File: src/rtl/oled_pkg.sv
//==============================================================================
// Module      : oled_pkg
// Description : Shared constants and command-classification helpers for the
//               OLED SPI sink.
// Revision    : 1.0 - initial release
//==============================================================================
`default_nettype none

package oled_pkg;

  localparam logic [7:0] CMD_DISPLAY_OFF = 8'hAE;
  localparam logic [7:0] CMD_DISPLAY_ON  = 8'hAF;
  localparam logic [7:0] CMD_PAGE_ADDR   = 8'h22;
  localparam logic [7:0] CMD_PAGE_BASE   = 8'hB0;

  localparam int unsigned NUM_COLS  = 128;
  localparam int unsigned NUM_PAGES = 4;
  localparam int unsigned COL_W     = $clog2(NUM_COLS);
  localparam int unsigned PAGE_W    = $clog2(NUM_PAGES);
  localparam int unsigned FB_ADDR_W = PAGE_W + COL_W;

  function automatic logic is_col_lo(input logic [7:0] b);
    return (b[7:4] == 4'h0);
  endfunction

  function automatic logic is_col_hi(input logic [7:0] b);
    return (b[7:3] == 5'b00010);
  endfunction

  function automatic logic is_page_set(input logic [7:0] b);
    return ((b & 8'hFC) == CMD_PAGE_BASE);
  endfunction

endpackage

`default_nettype wire

File: src/rtl/spi_byte_rx.sv
//==============================================================================
// Module      : spi_byte_rx
// Description : SPI mode-3 byte deserialiser with input synchronisers, SCLK
//               rising-edge detect, bit counter and sticky framing error.
// Revision    : 1.0 - initial release
//==============================================================================
`default_nettype none

module spi_byte_rx (
  input  logic       clk_i,
  input  logic       rst_ni,
  input  logic       cs_i,
  input  logic       sclk_i,
  input  logic       sdin_i,
  input  logic       dc_i,
  output logic       byte_valid_o,
  output logic [7:0] byte_o,
  output logic       byte_dc_o,
  output logic       frame_err_o
);

  logic [1:0] cs_sync_q;
  logic [1:0] sclk_sync_q;
  logic [1:0] sdin_sync_q;
  logic [1:0] dc_sync_q;
  logic       sclk_prev_q;

  logic [6:0] shift_q, shift_d;
  logic [2:0] cnt_q, cnt_d;
  logic       valid_q, valid_d;
  logic [7:0] byte_q, byte_d;
  logic       dc_q, dc_d;
  logic       err_q, err_d;

  logic cs_s, sclk_s, sdin_s, dc_s, sclk_rise;

  assign cs_s      = cs_sync_q[1];
  assign sclk_s    = sclk_sync_q[1];
  assign sdin_s    = sdin_sync_q[1];
  assign dc_s      = dc_sync_q[1];
  assign sclk_rise = sclk_s & ~sclk_prev_q;

  // SDIN/DC share the SCLK synchroniser latency, so they are stable at the detected edge.
  always_comb begin
    shift_d = shift_q;
    cnt_d   = cnt_q;
    valid_d = 1'b0;
    byte_d  = byte_q;
    dc_d    = dc_q;
    err_d   = err_q;
    if (cs_s) begin
      cnt_d = 3'd0;
      if (cnt_q != 3'd0) err_d = 1'b1;
    end else if (sclk_rise) begin
      shift_d = {shift_q[5:0], sdin_s};
      cnt_d   = cnt_q + 3'd1;
      if (cnt_q == 3'd7) begin
        valid_d = 1'b1;
        byte_d  = {shift_q, sdin_s};
        dc_d    = dc_s;
      end
    end
  end

  always_ff @(posedge clk_i or negedge rst_ni) begin
    if (!rst_ni) begin
      cs_sync_q   <= 2'b11;
      sclk_sync_q <= 2'b11;
      sdin_sync_q <= 2'b00;
      dc_sync_q   <= 2'b00;
      sclk_prev_q <= 1'b1;
      shift_q     <= 7'd0;
      cnt_q       <= 3'd0;
      valid_q     <= 1'b0;
      byte_q      <= 8'd0;
      dc_q        <= 1'b0;
      err_q       <= 1'b0;
    end else begin
      cs_sync_q   <= {cs_sync_q[0], cs_i};
      sclk_sync_q <= {sclk_sync_q[0], sclk_i};
      sdin_sync_q <= {sdin_sync_q[0], sdin_i};
      dc_sync_q   <= {dc_sync_q[0], dc_i};
      sclk_prev_q <= sclk_s;
      shift_q     <= shift_d;
      cnt_q       <= cnt_d;
      valid_q     <= valid_d;
      byte_q      <= byte_d;
      dc_q        <= dc_d;
      err_q       <= err_d;
    end
  end

  assign byte_valid_o = valid_q;
  assign byte_o       = byte_q;
  assign byte_dc_o    = dc_q;
  assign frame_err_o  = err_q;

endmodule

`default_nettype wire

File: src/rtl/oled_spi_sink.sv
//==============================================================================
// Module      : oled_spi_sink
// Description : OLED controller SPI sink: command decode, page/column
//               addressing and framebuffer write strobe generation.
// Revision    : 1.0 - initial release
//==============================================================================
`default_nettype none

module oled_spi_sink
  import oled_pkg::*;
#(
  parameter int CLK_PER_SCLK_MIN = 4
) (
  input  logic                 CLK,
  input  logic                 RST,
  input  logic                 CS,
  input  logic                 SCLK,
  input  logic                 SDIN,
  input  logic                 DC,
  output logic [FB_ADDR_W-1:0] FB_ADDR,
  output logic [7:0]           FB_DATA,
  output logic                 FB_WE,
  output logic                 CMD_VALID,
  output logic [7:0]           CMD_BYTE,
  output logic                 DISPLAY_ON,
  output logic                 FRAME_ERR
);

  // Edge detection through two synchronisers needs at least two CLK per SCLK level.
  if (CLK_PER_SCLK_MIN < 2) begin : g_rate_check
    $error("oled_spi_sink: CLK_PER_SCLK_MIN must be at least 2");
  end

  localparam logic [0:0] ST_IDLE_CMD = 1'b0;
  localparam logic [0:0] ST_PAGE_ARG = 1'b1;

  logic       rx_valid;
  logic [7:0] rx_byte;
  logic       rx_dc;

  spi_byte_rx u_rx (
    .clk_i        (CLK),
    .rst_ni       (RST),
    .cs_i         (CS),
    .sclk_i       (SCLK),
    .sdin_i       (SDIN),
    .dc_i         (DC),
    .byte_valid_o (rx_valid),
    .byte_o       (rx_byte),
    .byte_dc_o    (rx_dc),
    .frame_err_o  (FRAME_ERR)
  );

  logic [0:0]           state_q, state_d;
  logic [PAGE_W-1:0]    page_q, page_d;
  logic [COL_W-1:0]     col_q, col_d;
  logic                 disp_q, disp_d;
  logic [FB_ADDR_W-1:0] fb_addr_q, fb_addr_d;
  logic [7:0]           fb_data_q, fb_data_d;
  logic                 fb_we_q, fb_we_d;
  logic                 cmd_valid_q, cmd_valid_d;
  logic [7:0]           cmd_byte_q, cmd_byte_d;

  always_comb begin
    state_d     = state_q;
    page_d      = page_q;
    col_d       = col_q;
    disp_d      = disp_q;
    fb_addr_d   = fb_addr_q;
    fb_data_d   = fb_data_q;
    fb_we_d     = 1'b0;
    cmd_valid_d = 1'b0;
    cmd_byte_d  = cmd_byte_q;
    if (rx_valid) begin
      if (rx_dc) begin
        // Column wraps within the page; page is never advanced by data.
        fb_we_d   = 1'b1;
        fb_addr_d = {page_q, col_q};
        fb_data_d = rx_byte;
        col_d     = col_q + 7'd1;
        state_d   = ST_IDLE_CMD;
      end else begin
        cmd_valid_d = 1'b1;
        cmd_byte_d  = rx_byte;
        if (state_q == ST_PAGE_ARG) begin
          page_d  = rx_byte[PAGE_W-1:0];
          state_d = ST_IDLE_CMD;
        end else if (is_col_lo(rx_byte)) begin
          col_d[3:0] = rx_byte[3:0];
        end else if (is_col_hi(rx_byte)) begin
          col_d[6:4] = rx_byte[2:0];
        end else if (is_page_set(rx_byte)) begin
          page_d = rx_byte[PAGE_W-1:0];
        end else if (rx_byte == CMD_DISPLAY_OFF) begin
          disp_d = 1'b0;
        end else if (rx_byte == CMD_DISPLAY_ON) begin
          disp_d = 1'b1;
        end else if (rx_byte == CMD_PAGE_ADDR) begin
          state_d = ST_PAGE_ARG;
        end
      end
    end
  end

  always_ff @(posedge CLK or negedge RST) begin
    if (!RST) begin
      state_q     <= ST_IDLE_CMD;
      page_q      <= '0;
      col_q       <= '0;
      disp_q      <= 1'b0;
      fb_addr_q   <= '0;
      fb_data_q   <= 8'd0;
      fb_we_q     <= 1'b0;
      cmd_valid_q <= 1'b0;
      cmd_byte_q  <= 8'd0;
    end else begin
      state_q     <= state_d;
      page_q      <= page_d;
      col_q       <= col_d;
      disp_q      <= disp_d;
      fb_addr_q   <= fb_addr_d;
      fb_data_q   <= fb_data_d;
      fb_we_q     <= fb_we_d;
      cmd_valid_q <= cmd_valid_d;
      cmd_byte_q  <= cmd_byte_d;
    end
  end

  assign FB_ADDR    = fb_addr_q;
  assign FB_DATA    = fb_data_q;
  assign FB_WE      = fb_we_q;
  assign CMD_VALID  = cmd_valid_q;
  assign CMD_BYTE   = cmd_byte_q;
  assign DISPLAY_ON = disp_q;

endmodule

`default_nettype wire

File: config.mk
export PLATFORM = sky130hd
export DESIGN_NAME = oled_spi_sink
export DESIGN_NICKNAME = d
export VERILOG_FILES = /design/src/rtl/oled_pkg.sv /design/src/rtl/spi_byte_rx.sv /design/src/rtl/oled_spi_sink.sv
export SDC_FILE = /design/constraint.sdc
export NUM_CORES = 1
export LEC_CHECK = 0
export ABC_AREA = 1
export CORE_MARGIN = 4
export CORE_UTILIZATION = 40
export DETAILED_ROUTE_END_ITERATION = 10
export GPL_TIMING_DRIVEN = 0
export HOLD_SLACK_MARGIN = 0.05
export PLACE_DENSITY = 0.61
export SLEW_MARGIN = 5
export SYNTH_ARGS = -nofsm -noshare
export SYNTH_HDL_FRONTEND = slang
export SYNTH_SLANG_ARGS = --single-unit
export TNS_END_PERCENT = 50
File: constraint.sdc
create_clock -name CLK -period 2.5 [get_ports CLK]
set_input_delay 0.25 -clock CLK [delete_from_list [all_inputs] [get_ports CLK]]
set_output_delay 0.25 -clock CLK [all_outputs]
set_load 0.01 [all_outputs]
; Yosys cells after proc, flatten, opt, wreduce, memory -nomap -nowiden
; Index checks and enable logic that the tools add are counted.
[classes]
n_addsub = 2
eq_ne = 10
mux = 28
bitwise_logic = 8
reduce_logical = 16
[ops]
columns = operator, n
row1 = $mux W1, 17
row2 = $eq A8 B8 Y1 const B, 2
row3 = $mux W7, 2
row4 = $mux W3, 4
row5 = $reduce_bool A2 Y1, 5
row6 = $eq A8 B6 Y1 const B, 1
row7 = $mux W2, 4
row8 = $reduce_and A2 Y1, 4
row9 = $add A7 B1 Y7 const B, 1
row10 = $not A1 Y1, 7
row11 = $reduce_and A7 Y1, 1
row12 = $eq A6 B6 Y1 const B, 1
row13 = $reduce_and A3 Y1, 2
row14 = $eq A5 B2 Y1 const B, 1
row15 = $reduce_and A5 Y1, 1
row16 = $logic_not A4 Y1, 1
row17 = $mux W4, 1
row18 = $ne A2 B1 Y1 const B, 2
row19 = $ne A2 B2 Y1 const B, 2
row20 = $reduce_and A4 Y1, 1
row21 = $add A3 B1 Y3 const B, 1
row22 = $eq A3 B3 Y1 const B, 1
row23 = $reduce_bool A3 Y1, 1
row24 = $and A1 B1 Y1, 1
[totals]
register_bits = 68
in_bits = 6
out_inout_bits = 29
wordCells = 85

; Depth between registers and ports, before layout
[logic_depth]
ltp_word = 9
ltp_mapped = 8
ltp_nobuf = 8

; Modules after synthesis
; From an unflattened synthesis, not the netlist that was laid out.
[unflattened]
hier_cells = 311
hier_area_um2 = 2856.5
[by_module_without_submodules]
columns = mod, n_inst, cells_per_inst, area_each_um2, seq_area_each_um2
row1 = oled_spi_sink, 1, 204, 1722.9, 950.9
row2 = spi_byte_rx, 1, 107, 1133.6, 757.0

; Least setup slack after synthesis
; Ideal clock, no wire load.
[synth_path]
path_type = register -> register
start = reg u_rx.sclk_sync_q[1]
end = reg u_rx.byte_q[5], in the netlist u_rx.byte_o[5]
setup_time_ns = 0.126
arrival_ns = 1.074
required_time_ns = 2.374
slack_ns = 1.300
stages_incl_launch_ff = 7
path_buffers = 1
period_less_slack_ns = 1.200
cell_sequence = dfstp_2 -> inv_1 -> nor2_4 -> nand3_2 -> buf_2 -> nand2_1 -> o21ai_0
[synth_between]
elab_chain_len = 2
[synth_rtl]
columns = item, line
row1 = start: declaration, spi_byte_rx.sv:23  ; logic [1:0] sclk_sync_q;
row2 = start signal: assignment, spi_byte_rx.sv:80  ; sclk_sync_q <= {sclk_sync_q[0], sclk_i};
row3 = $and A1 B1 Y1, spi_byte_rx.sv:41  ; assign sclk_rise = sclk_s & ~sclk_prev_q;
row4 = $reduce_and A3 Y1 (no line), --
row5 = end signal: assignment, spi_byte_rx.sv:87  ; byte_q <= byte_d;
row6 = end: declaration, spi_byte_rx.sv:31  ; logic [7:0] byte_q, byte_d;
; No other way between the ends.
; A chain may end at the register's enable or synchronous reset.

; Final worst setup path
[layout_path]
start = reg disp_q, in the netlist DISPLAY_ON
end = out DISPLAY_ON
[layout_rtl]
columns = item, line
row1 = start: declaration, oled_spi_sink.sv:57  ; logic disp_q, disp_d;
row2 = start signal: assignment, oled_spi_sink.sv:120  ; disp_q <= disp_d;
row3 = end: declaration, oled_spi_sink.sv:25  ; output logic DISPLAY_ON,
; No word-level cell between the ends.

==> run summary <==
The data required time of the worst path came out at 2.25 ns. The mapped cell area came out at 2804 um2. The tools report the starting density of the core as 41.27%. TritonCTS built the clock tree. The post-CTS clock slew at the launch and capture registers of the worst setup and hold paths is 0.07 ns, and the core region area is 6794 um2. For the pin with the worst max-slew slack, the measured transition is 0.8263 ns. For the first-pass GRT wire length, the log shows 9.880 mm. The worst setup path is launched from a register. Area growth from synthesis to final layout: 26.42%. Traced cell by cell, the critical path runs through clkdlybuf4s50_1.

The quantity of gates resized following cts is 0. The global route total overflow is 0, and the standby leakage power is 0.001606 uW. In this run, CTS created clock tree buffers numbering 9.

The filler-free cell count of the finished design was 448. The logic depth of the worst path, buffers included was 1. The HPWL reported at the end of detailed placement came out at 3.933 mm.

The clock latency of the later-clocked register in the worst-skew pair is 0.35 ns. The flow ran to the end, and the final reports show no timing, DRC or antenna violations. The worst path needs 1.529 ns of the cycle, external delays included. The overall die height came out at 91.73 um.

The weighted congestion reported at the end of routability-driven placement is 0.8364. Grouping stages by cell kind, the critical path spends the most delay in buffers and inverters. The startpoint identified for the worst register-to-register timing path is u_rx.sclk_sync_q[1]$_DFF_PN1_. Before antenna repair, the detailed router went through 4 iterations. Across the routed clock network, the largest skew measured is 0.01056 ns. Along the worst path, the maximum fanout reaches 2. The area of the multi-input gates is 903.4 um2, and the proportion of layout cells with a drive suffix above 1 is 11.93%. The logs give 5.567 mm for the detailed-route wire length and 0.3096 ns for the final hold slack. The detail-routed net length per standard cell was 12.43 um.

The run gives 654.1 MHz as the fmax. The die covers 8413 um2. Once routing completed, OpenROAD measured the worst setup slack at 0.9711 ns.

The number of levels in the clock H-tree is 3, and the number of cells on the worst reg-to-reg path is 5. The utilization of the core after routing was 52.17%; the relative max-transition margin was 44.91%. The class of the most critical setup path is register to primary output. For the worst setup path, the data arrival time is 1.28 ns.

IR analysis of the VDD net gives a maximum drop of 0.0003158 V. Once placement completed, the tool counted placed cells totaling 431. Count of endpoints failing hold in the final timing report: 0. The tools report the number of instances in the synthesized netlist as 301.

At the end of the flow, the number of nets in the layout was 357. Setup violations remaining at the end of the flow were counted as 0. The synthesized net count was 311; the fraction of the cycle the final worst path needs was 61.15%. Setup slack on the worst reg-to-reg path comes out at 1.16 ns.

For the number of antenna violations at the first check in global routing, the log shows 0. The number of design rule violations left after detail routing was 0. Yosys mapped the design onto 24 distinct sky130hd cell types. The die is 91.73 um wide. At the placement stage, the worst setup path has a slack of 1.164 ns. The total via count in the routed design is 2070, and the largest net degree at the start of global routing is 69.

Clock root buffer: clkbuf_8. The critical path buffer and inverter count was 1. The top cell types in the final layout, fill and taps aside, are 87 x nand2_1, 63 x dfrtp_1, 50 x o21ai_0. In this run the tool buffered the top-level ports with 34 buffer cells. The power density over the cells was 685.9 nW/um2; the number of top-level design ports was 35. For this run, the number of Yosys warnings is 0.

Summing all flip-flop and latch instances after layout gives 1708 um2. After filler insertion, the fill cell instance count of the layout stands at 633. Once detail routing completed, the nets flagged for antenna violations numbered 0.

Cell with the biggest individual delay on the critical path: clkdlybuf4s50_1. The most frequent standard cell in the layout excluding fill and tap cells is nand2_1. The worst hold path belongs to the class input port to register. The tools report the start point of the critical path as DISPLAY_ON$_DFFE_PN0P_. The tools report the type of element capturing the critical path as a primary output. Dividing the detail-routed via count by the number of cells gives 4.621. Each instance of the synthesized netlist takes up on average 9.315 um2.

The largest buffer count on any clock path came out at 2. 0 antenna diodes ended up in the layout. In the global route stage, overall resource usage came out at 14.88%. Timing endpoint of the critical path: DISPLAY_ON. For this run, the slowest stage of the critical path takes 0.55 ns.

Power comes to 2431 uW. Of the synthesized area, sequential elements account for 60.91%. The count of max-cap constraint violations was 0.

Counting every sink on the clock net gives 68. The tools report the number of violations reported at the end of detailed-routing iteration 0 as 157. The final-report max-slew violation count is 0, and the register bit total from synthesis is 68. The worst reg2reg path endpoint is u_rx.shift_q[1]$_DFFE_PN0P_.

For the number of global-route vias before repair, the log shows 2150. Setup repair after global routing left no endpoint under its margin. The floorplan has 30 rows.
stage by stage:
step | setup TNS (ns) | cell area, um2
final | 0 | 3545
after detailed placement | 0 | 3262
after global routing | 0 | 3545
after global placement | -71.15 | 3264
after CTS | 0 | 3545
after floorplan | 0 | 2804
logic make-up (layout without fill, tap and decap cells):
kind of cell / count (synthesis) / count (layout) / synth area share (%)
AOI/OAI and AO/OA: 57 / 57 / 10.75
xor gates and xnor gates: 1 / 1 / 0.3124
buffers and inverters: 43 / 94 / 6.872
adders and majority gates: 4 / 4 / 1.785
and+or+nand+nor: 128 / 128 / 19.37
DFF: 68 / 68 / 60.91
worst register-to-register path, delay by kind of cell, from the launching register on:
| family | cells | cell delay [ns] |
|---|---|---|
| buffers and inverters | 2 | 0.27 |
| flip-flops | 1 | 0.53 |
| AO/OA/AOI/OAI | 1 | 0.19 |
| AND/OR/NAND/NOR | 2 | 0.27 |
layout make-up:
cell class                      instances  area share, %
Buffer                                  8          1.659
Tap cell                               96          3.389
Inverter                               35          3.777
Sequential cell                        68          48.18
Clock inverter                          6          3.812
Clock buffer                           10          3.883
Timing Repair Buffer                   35          9.813
Multi-Input combinational cell        190          25.49
synthesized netlist by cell type (all sizes together):
| cell type | instances | area [um2] |
|---|---|---|
| xnor2 | 1 | 8.760 |
| nand4 | 3 | 18.77 |
| buf | 8 | 58.80 |
| o22ai | 1 | 6.260 |
| nor3 | 1 | 5.000 |
| ha | 4 | 50.05 |
| nand3 | 17 | 95.09 |
| o21ai | 53 | 265.3 |
| inv | 35 | 133.9 |
| nand2 | 89 | 339.1 |
| or2 | 1 | 6.260 |
| dfrtp | 63 | 1577 |
| nor2 | 17 | 78.82 |
| dfstp | 5 | 131.4 |
| a21oi | 3 | 30.03 |
sequential cells by signal, indices dropped and copies added, names as in the netlist, 3 cells and up:
name and cells:
u_rx.shift_q 7, FB_ADDR 9, u_rx.cnt_q 3, FB_DATA 8, CMD_BYTE 8, col_q 7
u_rx.byte_o 8
power by group:
group	switching (uW)	leakage (uW)	internal (uW)	total, uW
clock network	412	0.000129	790	1200
registers	17.7	0.000913	1140	1150
logic	49.4	0.000565	24.7	74.1
worst min path at each step:
stage,from,end,cells after the start
floorplan,RST,CMD_BYTE[0]$_DFFE_PN0P_,0
global placement,u_rx.sdin_sync_q[0]$_DFF_PN0_,u_rx.sdin_sync_q[1]$_DFF_PN0_,0
detailed placement,u_rx.dc_sync_q[0]$_DFF_PN0_,u_rx.dc_sync_q[1]$_DFF_PN0_,0
CTS,SCLK,u_rx.sclk_sync_q[0]$_DFF_PN1_,1
global route,CS,u_rx.cs_sync_q[0]$_DFF_PN1_,1
finish,CS,u_rx.cs_sync_q[0]$_DFF_PN1_,1
routing by layer:
| layer | track usage [%] | wire (um) | vias up |
|---|---|---|---|
| met2 | 24.53 | 2616 | 43 |
| li1 | - | - | 1048 |
| met1 | 18.20 | 2583 | 970 |
| met4 | 6.807 | 115 | 0 |
| met5 | 0 | 0 | - |
| met3 | 4.020 | 252 | 9 |
what timing repair did:
| action | CTS | global route |
|---|---|---|
| hold buffers | 1 | 0 |
| buffers inserted | 0 | 0 |
| hold endpoints to repair | 63 | 0 |
No activity file was read; power rests on OpenSTA's default activity.
